--- src/rtl/fifo_disp_pkg.sv ---
// Shared types and helpers for the FIFO read-side pop/display controller.
package fifo_disp_pkg;

    typedef enum logic [1:0] {
        ST_IDLE    = 2'd0,
        ST_POP     = 2'd1,
        ST_CAPTURE = 2'd2
    } state_t;

    localparam int         NUM_DIGITS = 8;
    localparam logic [6:0] SSD_BLANK  = 7'h7F;

    // Segment order gfedcba, active-low.
    function automatic logic [6:0] hex_to_ssd(input logic [3:0] i_val);
        logic [6:0] w_seg;
        case (i_val)
            4'h0: w_seg = 7'b1000000;
            4'h1: w_seg = 7'b1111001;
            4'h2: w_seg = 7'b0100100;
            4'h3: w_seg = 7'b0110000;
            4'h4: w_seg = 7'b0011001;
            4'h5: w_seg = 7'b0010010;
            4'h6: w_seg = 7'b0000010;
            4'h7: w_seg = 7'b1111000;
            4'h8: w_seg = 7'b0000000;
            4'h9: w_seg = 7'b0010000;
            4'hA: w_seg = 7'b0001000;
            4'hB: w_seg = 7'b0000011;
            4'hC: w_seg = 7'b1000110;
            4'hD: w_seg = 7'b0100001;
            4'hE: w_seg = 7'b0000110;
            default: w_seg = 7'b0001110;
        endcase
        return w_seg;
    endfunction

endpackage

--- src/rtl/btn_debounce.sv ---
// Two-flop synchronizer, level debounce and rising-edge press pulse for a raw push-button.
module btn_debounce #(
    parameter int DEBOUNCE_CYC = 1_000_000
) (
    input  logic i_clk,
    input  logic i_rst,
    input  logic i_btn,
    output logic o_press
);

    localparam int              CNT_W    = (DEBOUNCE_CYC > 1) ? $clog2(DEBOUNCE_CYC) : 1;
    localparam logic [CNT_W-1:0] CNT_LAST = CNT_W'(DEBOUNCE_CYC - 1);

    logic             r_sync0;
    logic             r_sync1;
    logic             r_level;
    logic             r_level_d;
    logic [CNT_W-1:0] r_cnt;

    // The counter only runs while the synchronized input disagrees with the accepted level.
    always_ff @(posedge i_clk) begin
        if (i_rst) begin
            r_sync0   <= 1'b0;
            r_sync1   <= 1'b0;
            r_level   <= 1'b0;
            r_level_d <= 1'b0;
            r_cnt     <= '0;
        end else begin
            r_sync0   <= i_btn;
            r_sync1   <= r_sync0;
            r_level_d <= r_level;
            if (r_sync1 != r_level) begin
                if (r_cnt == CNT_LAST) begin
                    r_level <= r_sync1;
                    r_cnt   <= '0;
                end else begin
                    r_cnt <= r_cnt + CNT_W'(1);
                end
            end else begin
                r_cnt <= '0;
            end
        end
    end

    assign o_press = r_level & ~r_level_d;

endmodule

--- src/rtl/fifo_pop_display.sv ---
// FIFO read-side controller: one read strobe per debounced press, 8-deep pop history on the SSD.
// ST_IDLE | wait for press | ST_POP | rd strobe | ST_CAPTURE | latch read data into history
module fifo_pop_display
    import fifo_disp_pkg::*;
#(
    parameter int DATA_W       = 4,
    parameter int DEBOUNCE_CYC = 1_000_000,
    parameter int SCAN_DIV     = 100_000
) (
    input  logic              fifo_pop_display_port_clk,
    input  logic              fifo_pop_display_port_rst,
    input  logic              fifo_pop_display_port_btn_r,
    input  logic              fifo_pop_display_port_empty,
    input  logic [DATA_W-1:0] fifo_pop_display_port_data,
    output logic              fifo_pop_display_port_rd,
    output logic              fifo_pop_display_port_underflow,
    output logic [7:0]        fifo_pop_display_port_count,
    output logic [7:0]        fifo_pop_display_port_an,
    output logic [6:0]        fifo_pop_display_port_ssd
);

    localparam int               SCAN_W    = (SCAN_DIV > 1) ? $clog2(SCAN_DIV) : 1;
    localparam logic [SCAN_W-1:0] SCAN_LAST = SCAN_W'(SCAN_DIV - 1);

    logic                  w_clk;
    logic                  w_rst;
    logic                  w_press;
    logic                  w_rd;
    logic                  w_capture;
    logic                  w_underflow_set;
    state_t                r_state;
    state_t                w_state_nxt;
    logic                  r_underflow;
    logic [7:0]            r_count;
    logic [3:0]            r_digit [NUM_DIGITS];
    logic [NUM_DIGITS-1:0] r_valid;
    logic [SCAN_W-1:0]     r_scan_cnt;
    logic [2:0]            r_idx;
    logic [7:0]            r_an;
    logic [6:0]            r_ssd;

    assign w_clk = fifo_pop_display_port_clk;
    assign w_rst = fifo_pop_display_port_rst;

    btn_debounce #(
        .DEBOUNCE_CYC(DEBOUNCE_CYC)
    ) u_btn_debounce (
        .i_clk  (w_clk),
        .i_rst  (w_rst),
        .i_btn  (fifo_pop_display_port_btn_r),
        .o_press(w_press)
    );

    always_ff @(posedge w_clk) begin
        if (w_rst) begin
            r_state <= ST_IDLE;
        end else begin
            r_state <= w_state_nxt;
        end
    end

    // Presses seen outside IDLE are intentionally dropped.
    always_comb begin
        w_state_nxt = r_state;
        case (r_state)
            ST_IDLE: begin
                if (w_press && !fifo_pop_display_port_empty) begin
                    w_state_nxt = ST_POP;
                end
            end
            ST_POP:     w_state_nxt = ST_CAPTURE;
            ST_CAPTURE: w_state_nxt = ST_IDLE;
            default:    w_state_nxt = ST_IDLE;
        endcase
    end

    always_comb begin
        w_rd            = (r_state == ST_POP);
        w_capture       = (r_state == ST_CAPTURE);
        w_underflow_set = (r_state == ST_IDLE) && w_press && fifo_pop_display_port_empty;
    end

    always_ff @(posedge w_clk) begin
        if (w_rst) begin
            r_underflow <= 1'b0;
            r_count     <= 8'd0;
            r_valid     <= '0;
            for (int i = 0; i < NUM_DIGITS; i++) begin
                r_digit[i] <= 4'd0;
            end
        end else begin
            if (w_underflow_set) begin
                r_underflow <= 1'b1;
            end
            if (w_capture) begin
                r_count <= r_count + 8'd1;
                r_valid <= {r_valid[NUM_DIGITS-2:0], 1'b1};
                for (int i = NUM_DIGITS - 1; i > 0; i--) begin
                    r_digit[i] <= r_digit[i-1];
                end
                r_digit[0] <= fifo_pop_display_port_data[3:0];
            end
        end
    end

    // an/ssd are both registered from the same index so they switch on the same edge.
    always_ff @(posedge w_clk) begin
        if (w_rst) begin
            r_scan_cnt <= '0;
            r_idx      <= 3'd0;
            r_an       <= 8'b1111_1110;
            r_ssd      <= SSD_BLANK;
        end else begin
            if (r_scan_cnt == SCAN_LAST) begin
                r_scan_cnt <= '0;
                r_idx      <= r_idx + 3'd1;
            end else begin
                r_scan_cnt <= r_scan_cnt + SCAN_W'(1);
            end
            r_an  <= ~(8'b1 << r_idx);
            r_ssd <= r_valid[r_idx] ? hex_to_ssd(r_digit[r_idx]) : SSD_BLANK;
        end
    end

    assign fifo_pop_display_port_rd        = w_rd;
    assign fifo_pop_display_port_underflow = r_underflow;
    assign fifo_pop_display_port_count     = r_count;
    assign fifo_pop_display_port_an        = r_an;
    assign fifo_pop_display_port_ssd       = r_ssd;

endmodule

--- config.mk ---
export PLATFORM = sky130hd
export DESIGN_NAME = fifo_pop_display
export DESIGN_NICKNAME = d
export VERILOG_FILES = /design/src/rtl/fifo_disp_pkg.sv /design/src/rtl/btn_debounce.sv /design/src/rtl/fifo_pop_display.sv
export SDC_FILE = /design/constraint.sdc
export NUM_CORES = 1
export LEC_CHECK = 0
export ABC_AREA = 1
export BUFFER_PORTS_ARGS = -buffer_cell sky130_fd_sc_hd__buf_2
export CAP_MARGIN = 15
export CORE_MARGIN = 3
export CORE_UTILIZATION = 40
export CTS_CLUSTER_DIAMETER = 60
export DETAILED_ROUTE_END_ITERATION = 6
export PLACE_DENSITY = 0.55
export SYNTH_ARGS = -nofsm -noshare
export SYNTH_HDL_FRONTEND = slang
export SYNTH_SLANG_ARGS = --single-unit
--- constraint.sdc ---
create_clock -name fifo_pop_display_port_clk -period 4.1 [get_ports fifo_pop_display_port_clk]
set_input_delay 0.82 -clock fifo_pop_display_port_clk [delete_from_list [all_inputs] [get_ports fifo_pop_display_port_clk]]
set_output_delay 0.82 -clock fifo_pop_display_port_clk [all_outputs]
set_load 0.005 [all_outputs]
### Yosys cells after proc, flatten, opt, wreduce, memory -nomap -nowiden

Memories as Yosys holds them, arrays and structs flattened. A register that Yosys moved wholly into a read port is not among the register bits.
Index checks and enable logic that the tools add are counted.

| storage, ports and cells | value |
|---|---|
| register bits | 71 |
| memory bits (writable) | 32 |
| bits in read-only memories | 112 |
| input port bits | 8 |
| output and inout port bits | 25 |
| word-level logic and storage cells | 67 |
| memories | 2 |

Memories:

| memory | depth | width | read ports | clocked after memory_dff | write ports | line | source |
|---|---|---|---|---|---|---|---|
| (no name shown) | 16 | 7 | 1 | 1 | 0 | fifo_disp_pkg.sv:16 | `case (i_val)` |
| r_digit | 8 | 4 | 8 | 1 | 8 | fifo_pop_display.sv:35 | `logic [3:0] r_digit [NUM_DIGITS];` |

| cells by class | value |
|---|---|
| add/subtract/negate cells | 4 |
| $lt $le $gt $ge | 1 |
| equal/unequal tests | 6 |
| shifts and indexed selects | 1 |
| multiplexer cells | 19 |
| bitwise gates (word level) | 13 |
| reductions and logical operators | 9 |

Operators with widths:

| cell | number |
|---|---|
| $mux 4 | 8 |
| $add 20x1->20 const B | 1 |
| $eq 20x20->1 const B | 1 |
| $add 17x1->17 const B | 1 |
| $eq 17x17->1 const B | 1 |
| $add 8x1->8 const B | 1 |
| $not 8->8 | 1 |
| $or 1x1->1 | 8 |
| $shl 1x3->8 const A | 1 |
| $mux 1 | 6 |
| $mux 3 | 2 |
| $lt 3x4->1 const B | 1 |
| $pmux 2 s2 | 1 |
| $reduce_or 2->1 | 2 |
| $add 3x1->3 const B | 1 |
| $bmux 1 s3 | 1 |
| $logic_and 1x1->1 | 3 |
| $not 1->1 | 3 |
| $reduce_or 3->1 | 1 |
| $eq 2x1->1 const B | 1 |
| $eq 2x2->1 const B | 1 |
| $logic_not 2->1 | 1 |
| $mux 2 | 1 |
| $ne 2x2->1 const B | 1 |
| 4 further kinds | 4 |

### Logic depth before layout (Yosys ltp)

Gate-level depths: netlist of run 1.

| logic depth | value |
|---|---|
| depth after elaboration | 5 |
| mapped depth | 15 |
| mapped depth without buffers | 13 |

### Cells and area by module

Synthesis of run 1 repeated with hierarchy kept, for this count alone.

| second synthesis, totals | value |
|---|---|
| cell total of the unflattened synthesis | 654 |
| area, all modules | 5225.0 µm² |

Modules (own cells, without submodules):

| module | instances | cells an instance | area an instance (µm²) | sequential area each (µm²) |
|---|---|---|---|---|
| fifo_pop_display | 1 | 490 | 4021.4 | 2102.0 |
| btn_debounce | 1 | 164 | 1203.7 | 480.5 |

### Worst setup path after synthesis of run 1

OpenSTA, ideal clock, no wires.

| path | value |
|---|---|
| path type | in2reg |
| start | in fifo_pop_display_port_rst |
| end | mem r_digit[0][0], enable pin |
| setup time | 0.540 ns |
| arrival time | 1.876 ns |
| setup slack | 1.683 ns |
| stages | 3 |
| path buffers | 1 |
| path through | buf_2 -> nor2_1 -> clkinv_1 |

RTL lines:

| item | line | source |
|---|---|---|
| start: declaration | fifo_pop_display.sv:11 | `input logic fifo_pop_display_port_rst,` |
| end: declaration | fifo_pop_display.sv:35 |  |

==> results_dict.tcl, run 1 <==
set metrics [dict create \
    end_kind "flop" \
    cap_violations 0 \
    synth_top_area_frac 0.301 \
    rsz0062_at_grt "no" \
    ys_ff_latch 113 \
    overflow 0 \
    pwr-share-seq 0.425 \
    worst_pin_slew_ns 0.740 \
    initial_core_util 0.418 \
    synth.area.mux_share 0 \
    fin_tns_setup_ns 0 \
    pin_count 33 \
    syn2layout_area_growth_pct 16.8 \
    num_rows 41 \
    grt_pass1_vias 4145 \
    ctsResizeCount 0 \
    start_kind "flop" \
    finalSetupViolCount 0 \
    via_per_inst 4.66 \
    yosys.cell_types.count 44 \
    cts_root_buf "clkbuf_16" \
    drt_wl_total_um 10400 \
    netlist_area_um2 5380 \
    final_net_count 730 \
    yosys_warnings 0 \
    period_needed_ns 2.18 \
    synth_top_family_by_area "simple AND/OR/NAND/NOR gates" \
    cts_setup_buffers 0 \
    dieHeight_um 122 \
    h-tree-depth 4 \
    hold_class "flop to flop" \
    grt_pass1_wl_um 18000 \
    crit_fanout 18 \
    critical_path_arrival_ns 2.47 \
    cts_tree "done" \
    power.net_switching_mw 0.550 \
    yosysSeqAreaShare 0.480 \
    hold_violations 0 \
    finalCritPeriodShare 0.532 \
    ir_drop_uv 274 \
    cts_made_buffers 17 \
    clk_pin_slew_worst_paths_ns 0.05 \
    finalHoldWorstSlack_ns 0.409 \
    report.final.slew_viol_count 0 \
    reg2regPathDepth 10 \
    portBuffers 32 \
    status "finished clean" \
    power_frac_clock 0.552 \
    sw_frac_of_total 0.200 \
    synth_fa_ha_area_frac 0.0349 \
    fmax_mhz 459 \
    worstPathRequired_ns 4.39 \
    p_comb_frac 0.023 \
    crit-reg2reg-capture "fifo_pop_display_port_ssd[5]" \
    holdBufCountCts 0 \
    clk-insertion-delay-late_ns 0.41 \
    crit_type "flop to flop" \
    ctsLongestPathBuffers 2 \
    die_x_um 122 \
    diodes 0 \
    drc 0 \
    leakage_nw 2.58 \
    drt-initial-drc-count 231 \
    r2r_slack_ns 1.92 \
    syn-num-nets 691 \
    routabilityCongestion 0.867 \
    grt_antenna_before_repair 0 \
    setup.worst_path.end "fifo_pop_display_port_ssd[5]" \
    maxSlewHeadroom 0.506 \
    cts_sinks 113 \
    syn_inst 668 \
    power.internal_mw 2.20 \
    vias 4155 \
    clock_skew_ns 0.00591 \
    wl_per_cell_um 11.7 \
    drive_above_1_share 0.181 \
    coreArea_um2 12900 \
    grt_max_degree 41 \
    synth_area_leaders "dfxtp_1 30%, edfxtp_1 18%, nand2_1 9.2%" \
    grt.total_usage 0.153 \
    antenna_left 0 \
    dieArea_um2 14900 \
    yosysTopAreaCell "dfxtp_1" \
    dr.pass1.iters 4 \
    powerDensity_nw_per_um2 438 \
    detailedPlacementHpwl_um 7280 \
    synth_compound_area_frac 0.0628 \
    syn_avg_cell_area_um2 8.05 \
    synthXorXnorAreaFrac 0.0163 \
    synthSimpleGateAreaFrac 0.310 \
]
==> area by class of cell <==
type | count | area (µm²)
Fill cell | 1299 | 6590
Sequential cell | 113 | 2580
Multi-Input combinational cell | 432 | 2280
Clock buffer | 22 | 485
Inverter | 109 | 414
Tap cell | 172 | 215
Timing Repair Buffer | 34 | 175
Clock inverter | 10 | 128
==> worst min path at each step <==
stage,cells after the start,to,slack (ns),startpoint
2_1_floorplan,2,u_btn_debounce.r_sync1,0.39,u_btn_debounce.r_sync0
3_3_place_gp,2,u_btn_debounce.r_sync1,0.40,u_btn_debounce.r_sync0
3_5_place_dp,2,u_btn_debounce.r_sync1,0.40,u_btn_debounce.r_sync0
4_1_cts,2,u_btn_debounce.r_sync1,0.41,u_btn_debounce.r_sync0
5_1_grt,2,u_btn_debounce.r_sync1,0.45,u_btn_debounce.r_sync0
6_report,2,u_btn_debounce.r_sync1,0.41,u_btn_debounce.r_sync0
==> routing by layer <==
layer  vias to the layer above  GRT usage  share of wire
li1                       2192          -              -
met1                      1891      0.175           0.46
met2                        55      0.260           0.48
met3                        17     0.0441          0.036
met4                         0     0.0812          0.022
met5                         -          0              0
==> synthesized netlist by cell type, drive strengths merged <==
cell type,instances
a21oi,26
a31oi,1
a32o,1
buf,8
clkbuf,6
clkinv,1
dfxtp,81
edfxtp,32
ha,15
inv,108
nand2,149
nand3,62
nand3b,2
nand4,9
nor2,110
nor3,15
nor4,1
o211ai,1
o21a,1
o21ai,19
o21bai,1
o22ai,7
or2,2
xnor2,2
xor2,8
==> flip-flops by register name (all words and copies together), names as in the netlist, 3 cells and up, named ones only <==
register and flops:
fifo_pop_display_port_ssd 7, r_scan_cnt 17, r_valid 8, r_digit 32, u_btn_debounce.r_cnt 20, r_idx 3
fifo_pop_display_port_an 8, fifo_pop_display_port_count 8
==> logic make-up (layout without fill, tap and decap cells) <==
| family | count (synthesis) | count (layout) |
|---|---|---|
| fa+ha+maj | 15 | 15 |
| buf+inv | 123 | 175 |
| xor+xnor | 10 | 10 |
| compound gates | 57 | 57 |
| simple gates | 350 | 350 |
| flops | 113 | 113 |
==> critical path, stage by stage (launching register included) <==
cell,delay [ns]
dfxtp_1,0.80
nand2_1,0.12
nand3_1,0.10
nand2_1,0.07
o21ai_2,0.25
inv_1,0.14
ha_1,0.25
nand3_1,0.13
nand2_1,0.07
nand2_1,0.05
nand3_1,0.06
==> power groups by stage <==
stage / Combinational (mW) / Clock, mW / Sequential, mW
global placement: 0.0634 / 0 / 1.19
CTS: 0.0646 / 1.55 / 1.17
floorplan: 0.0497 / 0 / 1.19
finish: 0.0637 / 1.52 / 1.17
detailed placement: 0.0642 / 0 / 1.19
global route: 0.0745 / 1.60 / 1.17
==> through the flow <==
step / total power, mW / instance area [µm²] / std cells / util / setup WS (ns)
finish: 2.75 / 6280 / 892 / 0.488 / 1.92
global route: 2.84 / 6280 / 892 / 0.488 / 1.59
CTS: 2.78 / 6280 / 892 / 0.488 / 1.87
detailed placement: 1.26 / 5670 / 860 / 0.440 / 1.54
global placement: 1.25 / 5670 / 860 / 0.440 / 1.57
floorplan: 1.24 / 5380 / 668 / - / 1.68
==> layout by cell type, fill, tap and decap left out, drive strengths merged, types with 9 or more instances in the layout <==
cell type  synthesis  routed
a21oi             26      26
buf                8      34
clkbuf             6      22
dfxtp             81      81
edfxtp            32      32
ha                15      15
inv              108     110
nand2            149     149
nand3             62      62
nand4              9       9
nor2             110     110
nor3              15      15
o21ai             19      19
(Power assumes the default switching activity.)
==> run 2, diff against run 1 <==
Settings changed: ABC_AREA 1 to 0, PLACE_DENSITY 0.55 to 0.58.
Clock period 4.1 ns to 2 ns, I/O delays scaled along.
==> run 2 against run 1 <==
Net effect: sequential power increased by 110%; combinational power increased by 99%; design area down 6.0%; count of clock-buffer cells in the layout rose by 2; synthesized cell count down 32%; register-to-register slack worse by 1.9 ns; critical path type unchanged.
==> results_dict.tcl, run 2 <==
set metrics [dict create \
    synthXorXnorAreaFrac 0.0709 \
    coreArea_um2 11600 \
    grt_pass1_wl_um 14800 \
    syn-num-nets 479 \
    pin_count 33 \
    leakage_nw 2.23 \
    yosysSeqAreaShare 0.536 \
    cap_violations 0 \
    synthFlopType "dfxtp_1" \
    final_net_count 531 \
    m1WireLength_um 4160 \
    ys_ff_latch 113 \
    wl_per_cell_um 13.2 \
    overflow 0 \
    drt-initial-drc-count 180 \
    post-synth-top-count-cell "dfxtp_1" \
    start_kind "flop" \
    yosysTopAreaCell "dfxtp_1" \
    crit_fanout 6 \
    hold_violations 0 \
    ir_drop_uv 539 \
    dr.pass1.iters 4 \
    synth_fa_ha_area_frac 0.0390 \
    h-tree-depth 4 \
    dieHeight_um 116 \
    syn_avg_cell_area_um2 10.6 \
    grt.total_usage 0.142 \
    hold_class "input port to flop" \
    detailedPlacementHpwl_um 5870 \
    crit_chain "mux4_2 -> mux2_4 -> ha_1 -> mux2i_1 -> o221ai_1" \
    synthSimpleGateAreaFrac 0.215 \
    powerDensity_nw_per_um2 944 \
    synth_edf_count 32 \
    routed-wl-met3_um 317 \
    worst_pin_slew_ns 0.518 \
    syn2layout_area_growth_pct 22.6 \
    synth_top_area_frac 0.337 \
    routabilityCongestion 0.768 \
    status "finished clean" \
    rsz0062_at_grt "yes" \
    period_needed_ns 1.97 \
    synth.area.mux_share 0.0691 \
    cts_tree "done" \
    clk_pin_slew_worst_paths_ns 0.05 \
    dieArea_um2 13400 \
    diodes 0 \
    via_per_inst 5.04 \
    dpl_worst_slack_ns -0.139 \
    grt_pass1_vias 3181 \
    finalCritPeriodShare 0.986 \
    initial_core_util 0.415 \
    fin_util 0.509 \
    clk-insertion-delay-late_ns 0.40 \
    final_cell_mix "80 x dfxtp_1, 61 x nor2_1, 43 x nand2_1" \
    fmax_mhz 507 \
    critical_path_arrival_ns 2.23 \
    die_x_um 116 \
    num_rows 39 \
    ctsLongestPathBuffers 2 \
    report.final.slew_viol_count 0 \
    netlist_area_um2 4820 \
    end_kind "flop" \
    grt_max_degree 33 \
    slowest_stage "mux4_2" \
    drive_above_1_share 0.213 \
    fin_ws_ns 0.0272 \
    synth_compound_area_frac 0.0410 \
    synth_commonest_cells "81 x dfxtp_1, 61 x nor2_1, 43 x nand2_1" \
    drc 0 \
    reg_top3 "r_digit: 32 flops, u_btn_debounce.r_cnt: 20 flops, r_scan_cnt: 17 flops" \
    final_common_cell "dfxtp_1" \
    routed-wl-met2_um 4090 \
    vias 3346 \
    synth_area_leaders "dfxtp_1 34%, edfxtp_1 20%, nor2_1 4.8%" \
    largest_register_ffs 32 \
    yosys_warnings 0 \
    syn_inst 456 \
    finalSetupViolCount 0 \
    antenna_left 0 \
    grt_antenna_before_repair 0 \
    clock_skew_ns 0.00784 \
    worstPathRequired_ns 2.26 \
    yosys.cell_types.count 44 \
    cts_root_buf "clkbuf_16" \
    portBuffers 32 \
    cts_made_buffers 17 \
    synth_top_family_by_area "simple AND/OR/NAND/NOR gates" \
    cts_sinks 113 \
    async_flop_share 0 \
    cts_setup_buffers 0 \
    crit_path_max_incr_delay_ns 0.51 \
    routed.top_layer "met4" \
    crit_type "flop to flop" \
    maxSlewHeadroom 0.652 \
    drt_wl_total_um 8760 \
    top_register "r_digit" \
]
-- run 2: cell types whose count changed after synthesis, moves of 11 or more --
cell     change
nand2_1     -89
inv_1       -82
nor2_1      -40
and2_1      +33
nand3_1     -32
xor2_1      +18
inv_2       -14
nand2_2     -14
xnor2_1     +11
-- run 2: cell type report --
class	instances	area, µm²
clock buffers	24	514
clock inverters	8	93.8
fillers	1051	5710
inverters	11	41.3
multi-input cells	314	2140
flip-flops and latches	113	2590
well taps	143	179
repair buffers	51	353
-- run 2: power breakdown --
| part | total (mW) | switching (mW) | internal [mW] |
|---|---|---|---|
| logic | 0.127 | 0.0714 | 0.0551 |
| registers | 2.40 | 0.0178 | 2.38 |
| clock network | 3.05 | 1.01 | 2.04 |
| total | 5.58 | 1.10 | 4.48 |
-- run 2: cells by family after synthesis --
| logic type | count (synthesis) |
|---|---|
| AOI/OAI and AO/OA | 32 |
| xor gates and xnor gates | 39 |
| adders and majority gates | 15 |
| buffers and inverters | 29 |
| DFF | 113 |
| muxes | 20 |
| and+or+nand+nor | 208 |
-- run 2: metal layers --
layer / global-route usage / vias to the layer above
met1: 0.184 / 1611
met5: 0 / -
met4: 0.0742 / 0
met3: 0.0454 / 16
met2: 0.211 / 57
li1: - / 1662
-- run 2: worst paths after layout --
| path | from | end | slack, ns | depth (start not counted) |
|---|---|---|---|---|
| max | flop | fifo_pop_display_port_ssd[6] | 0.03 | 5 |
| min reg2reg | r_scan_cnt[0] | r_scan_cnt[0] | 0.46 | 1 |
| min | fifo_pop_display_port_btn_r | u_btn_debounce.r_sync0 | 0.24 | 2 |
| max reg2reg | flop | fifo_pop_display_port_ssd[6] | 0.03 | 5 |
-- run 2: worst max-delay path, delay by kind of cell (launching register included) --
family / cells / cell delay [ns]
compound gates: 1 / 0.17
flops: 1 / 0.39
mux: 3 / 1.00
fa+ha+maj: 1 / 0.27
-- run 2: through the flow --
stage               power, mW  cells  hold slack (ns)  area, µm²  setup TNS (ns)
floorplan                2.52    456            0.414       4820               0
global placement         2.56    632            0.443       5250          -0.141
detailed placement       2.57    632            0.452       5250          -0.749
CTS                      5.64    664            0.217       5860               0
global route             5.77    664            0.256       5910          -0.136
finish                   5.58    664            0.236       5910               0
-- run 2: timing repair --
action                                  in CTS  in global routing
hold endpoints to repair                     0                  0
endpoints found under the setup margin       7                  7
hold buffers                                 0                  0
gates resized for setup                      2                 11
pin swaps                                    0                  1
